[src/rtl/hazard_ctrl.sv]
// Pipeline hazard controller: latch enables/flushes, load-use, memory-wait, branch and halt handling, plus MEM->EX forwarding.
// Define HAZARD_STATS_EN to add stall/flush/load-stall counters.
module hazard_ctrl #(
   parameter int REGW  = 5,
   parameter int WORDW = 32
) (
   input  logic             CLK,
   input  logic             nRST,
   input  logic             ihit,
   input  logic             dhit,
   input  logic [REGW-1:0]  id_rs,
   input  logic [REGW-1:0]  id_rt,
   input  logic [REGW-1:0]  ex_rs,
   input  logic [REGW-1:0]  ex_rt,
   input  logic [REGW-1:0]  ex_regDst,
   input  logic             ex_dREN,
   input  logic [REGW-1:0]  mem_regDst,
   input  logic             mem_regWr,
   input  logic             mem_dREN,
   input  logic             mem_dWEN,
   input  logic [WORDW-1:0] mem_wdat,
   input  logic             br_taken,
   input  logic             ex_halt,
   output logic             pcen,
   output logic             ifen,
   output logic             if_flush,
   output logic             exen,
   output logic             flush,
   output logic             memen,
   output logic             srcA,
   output logic             srcB,
   output logic [WORDW-1:0] forData,
`ifdef HAZARD_STATS_EN
   output logic [31:0]      stall_cnt,
   output logic [31:0]      flush_cnt,
   output logic [31:0]      load_stall_cnt,
`endif
   output logic             halted
);

   typedef enum logic [1:0] {RUN, LDSTALL, MEMWAIT, HALT} state_t;

   typedef struct packed {
      logic pcen;
      logic ifen;
      logic if_flush;
      logic exen;
      logic flush;
      logic memen;
   } ctrl_t;

   state_t state, state_nxt;
   ctrl_t  ctrl;
   logic   init;
   logic   halted_c;
   logic   memwait, halt_req, br_req, lu_req;
   logic   br_fire, lu_fire;

   assign memwait  = (mem_dREN | mem_dWEN) & ~dhit;
   assign halt_req = ex_halt & ihit;
   assign br_req   = br_taken & ihit;
   assign lu_req   = ex_dREN & (|ex_regDst) &
                     ((ex_regDst == id_rs) | (ex_regDst == id_rt)) & ihit;

   // Resolved events after priority; used by the stats counters.
   assign br_fire = ~init & (state == RUN) & ~memwait & ~halt_req & br_req;
   assign lu_fire = ~init & (state == RUN) & ~memwait & ~halt_req & ~br_req & lu_req;

   // init holds the reset output pattern until the first edge after release.
   always_ff @(posedge CLK or negedge nRST) begin
      if (!nRST) begin
         state <= RUN;
         init  <= 1'b1;
      end else begin
         init  <= 1'b0;
         state <= init ? RUN : state_nxt;
      end
   end

   always_comb begin
      state_nxt = state;
      case (state)
         RUN: begin
            if (memwait)       state_nxt = MEMWAIT;
            else if (halt_req) state_nxt = HALT;
            else if (br_req)   state_nxt = RUN;
            else if (lu_req)   state_nxt = LDSTALL;
         end
         LDSTALL: state_nxt = memwait ? MEMWAIT : RUN;
         MEMWAIT: if (!memwait) state_nxt = RUN;
         HALT:    state_nxt = HALT;
         default: state_nxt = RUN;
      endcase
   end

   always_comb begin
      ctrl     = '{pcen: ihit, ifen: ihit, if_flush: 1'b0,
                   exen: ihit, flush: 1'b0, memen: ihit};
      halted_c = 1'b0;
      if (init) begin
         ctrl = '{pcen: 1'b0, ifen: 1'b0, if_flush: 1'b1,
                  exen: 1'b0, flush: 1'b1, memen: 1'b0};
      end else begin
         case (state)
            RUN: begin
               if (memwait) begin
                  ctrl = '0;
               end else if (halt_req) begin
                  // Let the halt drain into memory, freeze everything else.
                  ctrl       = '0;
                  ctrl.memen = 1'b1;
               end else if (br_req) begin
                  ctrl.if_flush = 1'b1;
                  ctrl.flush    = 1'b1;
               end else if (lu_req) begin
                  ctrl.pcen  = 1'b0;
                  ctrl.ifen  = 1'b0;
                  ctrl.flush = 1'b1;
               end
            end
            LDSTALL: if (memwait) ctrl = '0;
            MEMWAIT: if (memwait) ctrl = '0;
            HALT: begin
               ctrl     = '0;
               halted_c = 1'b1;
            end
            default: ctrl = '0;
         endcase
      end
   end

   assign pcen     = ctrl.pcen;
   assign ifen     = ctrl.ifen;
   assign if_flush = ctrl.if_flush;
   assign exen     = ctrl.exen;
   assign flush    = ctrl.flush;
   assign memen    = ctrl.memen;
   assign halted   = halted_c;

   // Stores and r0 writes never forward.
   logic fwd_ok;
   assign fwd_ok  = ~init & mem_regWr & ~mem_dWEN & (|mem_regDst);
   assign srcA    = fwd_ok & (mem_regDst == ex_rs);
   assign srcB    = fwd_ok & (mem_regDst == ex_rt);
   assign forData = (srcA | srcB) ? mem_wdat : '0;

`ifdef HAZARD_STATS_EN
   logic cnt_en;
   assign cnt_en = ~init & (state != HALT);

   always_ff @(posedge CLK or negedge nRST) begin
      if (!nRST) begin
         stall_cnt      <= '0;
         flush_cnt      <= '0;
         load_stall_cnt <= '0;
      end else if (cnt_en) begin
         if (state == LDSTALL || state == MEMWAIT) stall_cnt <= stall_cnt + 32'd1;
         if (br_fire) flush_cnt      <= flush_cnt + 32'd1;
         if (lu_fire) load_stall_cnt <= load_stall_cnt + 32'd1;
      end
   end
`endif

endmodule

[config.mk]
export PLATFORM = sky130hd
export DESIGN_NAME = hazard_ctrl
export DESIGN_NICKNAME = d
export VERILOG_FILES = /design/src/rtl/hazard_ctrl.sv
export SDC_FILE = /design/constraint.sdc
export NUM_CORES = 1
export LEC_CHECK = 0
export CAP_MARGIN = 20
export CELL_PAD_IN_SITES_DETAIL_PLACEMENT = 1
export CELL_PAD_IN_SITES_GLOBAL_PLACEMENT = 1
export CORE_UTILIZATION = 16
export DETAILED_ROUTE_END_ITERATION = 7
export PLACE_DENSITY = 0.83
export SYNTH_ARGS = -nofsm -noshare
export SYNTH_HDL_FRONTEND = slang
export SYNTH_SLANG_ARGS = --single-unit
[constraint.sdc]
create_clock -name CLK -period 4.05 [get_ports CLK]
set_input_delay 0.81 -clock CLK [delete_from_list [all_inputs] [get_ports CLK]]
set_output_delay 0.81 -clock CLK [all_outputs]
set_load 0.005 [all_outputs]
* Word level (Yosys, flattened, before mapping)
Cells that the tools add are included.
Word-level totals: register bits after elaboration 3, bits of input ports 72, output and inout port bits 41
Operators by class: eq/ne operators 9, mux-type cells 24, bitwise operators 17, reductions and logical operators 5
Operator list (number):
- two-way mux 32 bit | 1
- == test 5 bit | 4
- two-way mux 2 bit | 9
- two-way mux 6 bit | 3
- case mux 6 bit (3 select lines) | 1
- bitwise AND 1 bit | 11
- OR reduction 5 bit | 2
- two-way mux 1 bit | 8
- case mux 2 bit (4 select lines) | 1
- inequality test 6 bit, second input constant | 1
- == test 2 bit, second input constant | 2
- two-way mux 3 bit | 1
- inequality test 3 bit, second input constant | 1
- NOT 1 bit | 3
- bitwise OR 1 bit | 3
- == test 2 x 1 -> 1 bit, second input constant | 1
- zero test 2 bit | 1
- AND reduction 2 bit | 1
- OR reduction 2 bit | 1

* Logic depth before layout (Yosys ltp)
Gate-level depths: netlist of the first run.
depth after elaboration 10, gate-level depth with buffers 7, mapped depth without buffers 7

* Least setup slack after synthesis of the first run
No wires, ideal clock.
kind input to output, from input port ex_regDst[1], to output port pcen, arrival 2.149 ns, data required time 3.240 ns, path slack 1.091 ns, stages on the path 6, cell sequence or4_1 o21ai_2 nor2_1 a211o_1 a21oi_1 buf_4
Between the ends: word-level cells in the longest chain between the ends 10, elaborated cells between the ends (all ways) 13, classes of those cells eq/ne (2); mux (6); bitwise (4); reduce/logical (1)
Ends and longest elaborated chain:
- from (decl) | line 15 | input logic [REGW-1:0] ex_regDst,
- == test 5 bit or OR reduction 5 bit (tied branches) | line 63, 62
- bitwise OR 1 bit or bitwise AND 1 bit (tied branches) | line 63, 62
- bitwise AND 1 bit * | line 62 | assign lu_req = ex_dREN & (|ex_regDst) &
- bitwise AND 1 bit * | line 63 | ((ex_regDst == id_rs) | (ex_regDst == id_rt)) & ihit;
- two-way mux 2 bit * | line 115 | end else if (lu_req) begin
- two-way mux 2 bit * | line 112 | end else if (br_req) begin
- two-way mux 3 bit * | line 108 | end else if (halt_req) begin
- two-way mux 6 bit * | line 106 | if (memwait) begin
- case mux 6 bit (3 select lines) * | line 104 | case (state)
- two-way mux 6 bit * | line 100 | if (init) begin
- to (decl) | line 24 | output logic pcen,
Mark *: on every way between the ends. The rest lies on a longest branch, timed or not.

* Worst setup path after layout of the first run
from input port ex_regDst[2], to output port pcen
Same word-level chain as after synthesis.

==> results of run 1 <==
==> where the power goes <==
part	internal, mW	switching, mW	leakage (nW)	total (mW)
Sequential	0.0379	0.00835	0.0367	0.0463
Clock	0.0670	0.0179	0.0228	0.0849
Combinational	0.128	0.0877	0.711	0.216
Total	0.233	0.114	0.771	0.347
==> cell type report <==
class                   instances  area (um2)  share of cell area (%)
inverters                       5        18.8                   0.899
multi-input cells             106         732                    35.1
well taps                      70        87.6                    4.19
clock buffers                   4        45.0                    2.16
flip-flops and latches          3        76.3                    3.65
repair buffers                113        1130                    54.0
==> critical path, stage by stage <==
cell and delay (ns):
clkdlybuf4s50_1 0.49, or4_1 0.55, o21ai_2 0.16, nor2_1 0.05, a211o_1 0.28, a21oi_1 0.18, clkdlybuf4s50_1 0.53
==> metal layers <==
| layer | share of wire, % | up-vias | wire length (um) |
|---|---|---|---|
| met5 | 0 | - | 0 |
| met1 | 41 | 569 | 1650 |
| met4 | 0 | 0 | 0 |
| li1 | - | 616 | - |
| met2 | 56 | 22 | 2240 |
| met3 | 2.9 | 0 | 117 |
==> synthesized netlist by cell type (2+ instances only) <==
| cell type | instances | share of area [%] |
|---|---|---|
| xor2_1 | 6 | 6.2 |
| nor3_1 | 2 | 1.2 |
| clkbuf_1 | 3 | 1.3 |
| nor2_1 | 11 | 4.9 |
| ha_1 | 5 | 7.4 |
| a41oi_1 | 2 | 2.1 |
| nand3_1 | 4 | 2.4 |
| o31ai_1 | 2 | 1.8 |
| nand2b_1 | 2 | 1.5 |
| nand2_1 | 5 | 2.2 |
| inv_1 | 5 | 2.2 |
| a21oi_1 | 4 | 2.4 |
| or4_1 | 2 | 1.8 |
| dfrtp_1 | 2 | 5.9 |
| xnor2_1 | 14 | 14 |
| and2_1 | 32 | 24 |
| o211ai_1 | 2 | 1.8 |
==> worst max-delay path by stage <==
| stage | start | endpoint | slack, ns |
|---|---|---|---|
| detailed placement | ex_regDst[1] | pcen | 0.17 |
| floorplan | ex_regDst[1] | pcen | 1.09 |
| finish | ex_regDst[2] | pcen | 0.19 |
| CTS | mem_regDst[3] | forData[14] | 0.17 |
| global route | mem_regDst[3] | forData[14] | 0.08 |
| global placement | ex_regDst[1] | pcen | 0.22 |
==> stage by stage <==
stage	worst slack, ns	util, %	hold slack, ns
final	0.191	40.9	0.573
after global routing	0.0769	40.9	0.615
after CTS	0.171	40.9	0.593
after detailed placement	0.173	40.0	0.587
after global placement	0.219	40.0	0.562
after floorplan	1.09	-	0.514
==> cell families after synthesis <==
group | count (synthesis) | synth area share, %
flops | 3 | 8.97
buf+inv | 10 | 5.00
compound gates | 18 | 16.2
simple gates | 60 | 39.0
fa+ha+maj | 5 | 7.35
other cells | 1 | 0.441
mux | 2 | 2.50
xor+xnor | 20 | 20.6
==> registers in the layout (all words and copies together), names as in the netlist <==
register	count
init	1
state	2
==> results.md, run 1 <==
* Status: complete, no violations
* R2r setup slk at 2.19 ns
* Fin nets at 309
* Worst Path Arrival at 3.05 ns
* Overflow after GRT at 0
* Grt peak-use layer: met2
* Post-CTS setup buffer count at 0
* Tmin final at 3.86 ns
* Worst r2r src: state[0]
* Register clock-pin slew on the reported worst setup and hold paths at 0.03 ns
* Most common cell after layout, fill and taps aside: clkdlybuf4s50_1
* End of the worst hold path: state[0]
* Die area at 0.00561 mm2
* Global placer's final weighted congestion at 0.743
* Hold Startpoint: state[0]
* Total track usage at 13.0%
* IO buf count at 112
* Fill cell count at 624
* Mapped Nets at 196
* Final hold vios at 0
* Vias/cell at 4.01
* Skew-Pair Late Insertion Delay at 0.21 ns
* Share of flip-flops with an asynchronous set or reset at 100%
* Final WL at 4010 um
* Mapped Cells at 119
* Synthesized cell area at 851 um2
* Sequential share of the synthesized area at 8.97%
* GR Util met2 at 24.9%
* First-pass GRT wire length at 5660 um
* Final setup TNS at 0 ns
* Leakage power at 0.771 nW
* RSZ-0062 raised after global routing: no
* Crit Path Class: in -> out
* Worst reg2reg endpoint: state[0]
* Final Cycle Share at 95.3%
* Largest net degree at the start of global routing at 33
* CORE AREA at 0.00511 mm2
* Layout cells sized above 1 at 3.90%
* Final cell area excluding filler cells at 0.00209 mm2
* ANT nets after route at 0
* Mean post-synth cell area at 7.15 um2
* Die extent in y at 74.9 um
* Post-synth EDFFs at 0
* Met3 Resource Use GR at 2.01%
* Skew final at 0.00188 ns
* HPWL Detailed at 3580 um
* Antenna violations before repair at 0
* Drt first pass iters at 4
* Final-report setup violation count at 0
* Netlist cell types at 33
* Die width at 74.9 um
* CP Capture Type: primary output
* CP Max Fanout at 3
* Sink Count at 3
* DRC errors left at 0
* Num CTS Buffers at 3
* Pins Over Slew Limit at 0
* Synth warnings at 0
* Root Driver: clkbuf_8
* Worst hold path class: reg -> reg
* # rows at 26
* Critical path startpoint category: input pin
* TritonCTS clock tree: done
* Top_reg_cell synth: dfrtp_1
* Fmax achieved at 0.259 GHz
* Clock H-tree levels at 1
* Clk buf depth at 2
* Most frequent cells in the layout: 112 x clkdlybuf4s50_1, 32 x and2_1, 14 x xnor2_1, 11 x nor2_1, 6 x xor2_1
* # IOs at 113
* Reg2Reg Depth at 7
* Inserted Diodes at 0
* Post-cts hold buffer count at 0
* Vias in the first global route at 1278
* Per-cell routed wire length at 13.3 um
* Required @ worst endpoint at 3.24 ns
* Area growth from synthesis to layout at 145%
* Worst vdd ir at 0.0560 mV
* Maxcap violations at 0
* Cts repair resizes at 0
* Placed Area at 0.00204 mm2
* Power Total at 347 uW
* Hold Path Depth at 1
* Vias at 1207
* Met1 Use GR at 15.7%
* P per Cell Area at 166 mW/mm2
* DR iter-0 viols at 42
* Synth Register Bits at 3
* Placed Cells at 297
* Fin cells at 301
* Initial core utilization at 16.7%
Note: power is estimated with default switching activity, not from simulation.
==> run 2: changes to the inputs <==
--- a/config.mk
+++ b/config.mk
@@ -8,6 +8,7 @@
 export CAP_MARGIN = 20
 export CELL_PAD_IN_SITES_DETAIL_PLACEMENT = 1
 export CELL_PAD_IN_SITES_GLOBAL_PLACEMENT = 1
+export CORE_MARGIN = 2
 export CORE_UTILIZATION = 16
 export DETAILED_ROUTE_END_ITERATION = 7
 export PLACE_DENSITY = 0.83
==> results.md, run 2 (synthesized netlist as in run 1, its figures left out) <==
* Num CTS Buffers at 3
* Initial core utilization at 16.7%
* Critical path, cell by cell: clkdlybuf4s50_1 > or4_1 > o211ai_1 > a21oi_1 > buf_4 > and2_1 > clkdlybuf4s50_1
* Skew-Pair Late Insertion Delay at 0.22 ns
* CP Max Fanout at 32
* Post-cts hold buffer count at 0
* Crit path largest cell delay at 0.53 ns
* Fmax achieved at 0.259 GHz
* Tmin final at 3.85 ns
* Final Cycle Share at 95.2%
* Worst Path Arrival at 3.04 ns
* IO buf count at 112
* Global placer's final weighted congestion at 0.795
* Hold slack final at 0.574 ns
* CP dominant cell by count: clkdlybuf4s50_1
* First-pass GRT wire length at 6870 um
* Buf+Inv Stages, Crit Path at 3
* Most frequent cells in the layout: 112 x clkdlybuf4s50_1, 32 x and2_1, 14 x xnor2_1, 11 x nor2_1, 6 x xor2_1
* Antenna violations before repair at 0
* Status: complete, no violations
* Vias at 1205
* Most common cell after layout, fill and taps aside: clkdlybuf4s50_1
* Area growth from synthesis to layout at 145%
* Die extent in y at 76.9 um
* Overflow after GRT at 0
* Final cell area excluding filler cells at 0.00209 mm2
* Crit-path slowest cell: or4_1
* Total track usage at 14.6%
* Required @ worst endpoint at 3.24 ns
* Placed Area at 0.00204 mm2
* Pins Over Slew Limit at 0
* # rows at 26
* HPWL Detailed at 3780 um
* RSZ-0062 raised after global routing: no
* Final hold vios at 0
* Grt peak-use layer: met2
* Crit Path Class: in -> out
* P per Cell Area at 167 mW/mm2
* Layout cells sized above 1 at 3.90%
* Root Driver: clkbuf_8
* DR iter-0 viols at 25
* CP Capture Type: primary output
* Final setup TNS at 0 ns
* Vias in the first global route at 1359
* Power Total at 348 uW
* Skew final at 0.000669 ns
* Die width at 76.9 um
* Final-report setup violation count at 0
* Largest register FFs at 2
* Vias/cell at 4.00
* Per-cell routed wire length at 14.1 um
* Fin nets at 309
* Sink Count at 3
* Critical path startpoint category: input pin
* Met1 Use GR at 16.9%
* Cts repair resizes at 0
* Clk buf depth at 2
* Register clock-pin slew on the reported worst setup and hold paths at 0.03 ns
* DRC errors left at 0
* ANT nets after route at 0
* TritonCTS clock tree: done
* Post-CTS setup buffer count at 0
* Met3 Resource Use GR at 2.24%
* Final WL at 4240 um
* # IOs at 113
* Inserted Diodes at 0
* Worst vdd ir at 0.0602 mV
* Largest net degree at the start of global routing at 33
* GR Util met2 at 27.2%
* Crit-path leading delay family: buffers and inverters
* CORE AREA at 0.00511 mm2
* Largest regs: state: 2 flops, init: 1 flops
* Clock H-tree levels at 1
* Worst hold path class: reg -> reg
* Leakage power at 0.771 nW
* Drt first pass iters at 3
* Post-Route Utilization at 40.9%
* Largest Register: state
* Maxcap violations at 0
* Die area at 0.00592 mm2
run 2: worst register-to-register path, delay by kind of cell (launching register included):
family          cells  cell delay (ns)
mux                 1             0.36
compound gates      2             0.55
simple gates        1             0.08
buf+inv             2             0.17
flops               1             0.40
fa+ha+maj           1             0.15
run 2: power breakdown:
part	internal [mW]	leakage, nW	switching (mW)
combinational	0.128	0.711	0.0876
sequential	0.0379	0.0367	0.00773
clock	0.0671	0.0228	0.0197
total	0.233	0.771	0.115
run 2: through the flow:
step / std cells / setup slack [ns]
2_1_floorplan: 119 / 1.09
3_3_place_gp: 297 / 0.212
3_5_place_dp: 297 / 0.196
4_1_cts: 301 / 0.195
5_1_grt: 301 / 0.0927
6_report: 301 / 0.196
run 2: final cells by class:
class	instances	area [um2]
sequential	3	76.3
multi-input combinational	106	732
inverter	5	18.8
timing repair buffer	113	1130
clock buffer	4	45.0
tap	70	87.6
fill	627	3020
run 2: path summary, 6_finish.rpt:
check | start | endpoint | slack [ns] | depth (start not counted)
worst min-delay path | state[0] | state[0] | 0.57 | 1
worst max-delay path | mem_regDst[4] | forData[30] | 0.20 | 7
min in group asynchronous | nRST | state[0] | 0.78 | 1
max in group asynchronous | nRST | init | 3.05 | 1
worst min register to register | state[0] | state[0] | 0.57 | 1
worst max register to register | state[0] | state[0] | 2.23 | 7
run 2: metal layers:
layer  vias up  share of wire [%]
met2        26                 54
met4         0                2.1
li1        617                  -
met5         -                  0
met3         8                3.3
met1       554                 41
==> run 3: changes to the inputs <==
--- a/config.mk
+++ b/config.mk
@@ -5,12 +5,14 @@
 export SDC_FILE = /design/constraint.sdc
 export NUM_CORES = 1
 export LEC_CHECK = 0
+export ABC_AREA = 1
 export CAP_MARGIN = 20
 export CELL_PAD_IN_SITES_DETAIL_PLACEMENT = 1
 export CELL_PAD_IN_SITES_GLOBAL_PLACEMENT = 1
 export CORE_MARGIN = 2
-export CORE_UTILIZATION = 16
+export CORE_UTILIZATION = 18
 export DETAILED_ROUTE_END_ITERATION = 7
+export GPL_TIMING_DRIVEN = 0
 export PLACE_DENSITY = 0.83
 export SYNTH_ARGS = -nofsm -noshare
 export SYNTH_HDL_FRONTEND = slang
==> results.md, run 3 <==
* Status: complete, no violations
* Drt first pass iters at 4
* Final WL at 4550 um
* Skew final at 0.00285 ns
* Global placer's final weighted congestion at 0.750
* Most common cell after layout, fill and taps aside: clkdlybuf4s50_1
* Met2 wire length at 2450 um
* Mean post-synth cell area at 5.37 um2
* Skew-Pair Late Insertion Delay at 0.22 ns
* Share of flip-flops with an asynchronous set or reset at 100%
* Antenna violations before repair at 0
* Top_reg_cell synth: dfrtp_1
* Synthesized cell area at 0.00110 mm2
* Vias in the first global route at 1567
* Root Driver: clkbuf_8
* Post-cts hold buffer count at 0
* Synth top cells by count: 61 x inv_1, 49 x nand2_1, 28 x nor2_2, 14 x nor2_1, 9 x nand3_1
* Placed Area at 0.00231 mm2
* Maxcap violations at 0
* Synth warnings at 0
* Critical path launch point: mem_regDst[3]
* Required @ worst endpoint at 3.24 ns
* Share of the synthesized area in the top cell type at 20.9%
* Power Total at 424 uW
* Fin nets at 398
* Worst hold path class: reg -> reg
* CORE AREA at 0.00589 mm2
* Inserted Diodes at 0
* HPWL Detailed at 4170 um
* Clk buf depth at 2
* Tmin final at 3.63 ns
* # rows at 28
* Crit Path Class: in -> out
* DR iter-0 viols at 16
* P per Cell Area at 180 mW/mm2
* Clock H-tree levels at 1
* Num CTS Buffers at 3
* WL met3 at 416 um
* Met1 WL at 1690 um
* Largest area contributor in the netlist: inv_1
* RSZ-0062 raised after global routing: no
* TritonCTS clock tree: done
* Final setup TNS at 0 ns
* Netlist cell types at 26
* Final cell area excluding filler cells at 0.00236 mm2
* Fmax achieved at 0.276 GHz
* Worst r2r src: state[0]
* Final Cycle Share at 89.6%
* Fill cell count at 755
* DRC errors left at 0
* Leakage power at 1.18 nW
* Area growth from synthesis to layout at 115%
* Hold Startpoint: state[1]
* Mapped Nets at 281
* Final hold vios at 0
* Largest register FFs at 2
* Sink Count at 3
* Register clock-pin slew on the reported worst setup and hold paths at 0.03 ns
* Pins Over Slew Limit at 0
* Most frequent cells in the layout: 112 x clkdlybuf4s50_1, 61 x inv_1, 49 x nand2_1, 28 x nor2_2, 14 x nor2_1
* Sequential share of the synthesized area at 6.96%
* CP Max Fanout at 10
* Final-report setup violation count at 0
* Initial core utilization at 18.6%
* Die extent in y at 82.0 um
* # IOs at 113
* Post-Route Utilization at 40.0%
* Largest net degree at the start of global routing at 11
* Total track usage at 12.7%
* Die width at 82.0 um
* Count leader, synth: inv_1
* Multi-input logic area at 746 um2
* Largest Register: state
* Synth Register Bits at 3
* Cts repair resizes at 0
* ANT nets after route at 0
* Layout cells sized above 1 at 12.5%
* First-pass GRT wire length at 6670 um
* Critical path startpoint category: input pin
* Overflow after GRT at 0
* Worst vdd ir at 0.207 mV
* Vias/cell at 3.98
* Vias at 1573
* IO buf count at 112
* CP Capture Type: primary output
* Die area at 0.00673 mm2
* Post-synth EDFFs at 0
* Mapped Cells at 204
* Register area at 76.3 um2
* Per-cell routed wire length at 11.5 um
* Dominant cells by area after synthesis: inv_1 21%, nand2_1 17%, nor2_2 16%
* Worst Path Arrival at 2.82 ns
* DR top layer: met3
* Post-CTS setup buffer count at 0
* Largest regs: state: 2 flops, init: 1 flops
-- run 3: cell type report --
cell class | count | share of cell area (%)
plain buffers | 4 | 1.75
well taps | 75 | 3.98
clock buffers | 4 | 1.91
inverters | 62 | 9.88
flip-flops and latches | 3 | 3.24
repair buffers | 112 | 47.6
multi-input cells | 135 | 31.7
-- run 3: metrics by stage --
stage          setup slack, ns  hold WS, ns  std cells
2_1_floorplan             1.55        0.490        204
3_3_place_gp             0.411        0.529        391
3_5_place_dp             0.388        0.550        391
4_1_cts                  0.380        0.555        395
5_1_grt                  0.271        0.591        395
6_report                 0.421        0.546        395
-- run 3: logic make-up (layout without fill, tap and decap cells) --
kind of cell	after synthesis	in the layout	share of synthesized area, %
AOI/OAI and AO/OA	7	7	3.65
and+or+nand+nor	110	110	48.7
DFF	3	3	6.96
adders and majority gates	5	5	5.71
buffers and inverters	66	182	25.0
other	1	1	0.342
xor gates and xnor gates	12	12	9.59
-- run 3: worst max-delay path, stage by stage --
cell,delay (ns)
clkdlybuf4s50_1,0.48
xor2_1,0.19
or2_1,0.26
nor3_2,0.10
nand2_1,0.08
nand2_1,0.07
inv_2,0.07
buf_6,0.16
nor2_2,0.10
clkdlybuf4s50_1,0.50
-- run 3: report_power, final --
part	switching [mW]	total, mW	internal (mW)
Combinational	0.128	0.285	0.157
Sequential	0.0117	0.0523	0.0406
Clock	0.0196	0.0867	0.0671
-- run 3: metal layers --
metal | up-vias | GRT usage [%]
li1 | 805 | -
met1 | 699 | 12.6
met2 | 69 | 26.7
met3 | 0 | 2.20
met4 | 0 | 2.50
met5 | - | 0
-- run 3: path summary, 6_finish.rpt --
| path | endpoint | slack [ns] | cells past startpoint |
|---|---|---|---|
| max in group asynchronous | init | 3.04 | 1 |
| setup reg to reg | state[0] | 2.49 | 8 |
| min in group asynchronous | state[0] | 0.78 | 1 |
| setup / recovery | forData[15] | 0.42 | 10 |
| hold / removal | state[1] | 0.55 | 2 |
| hold reg to reg | state[1] | 0.55 | 2 |
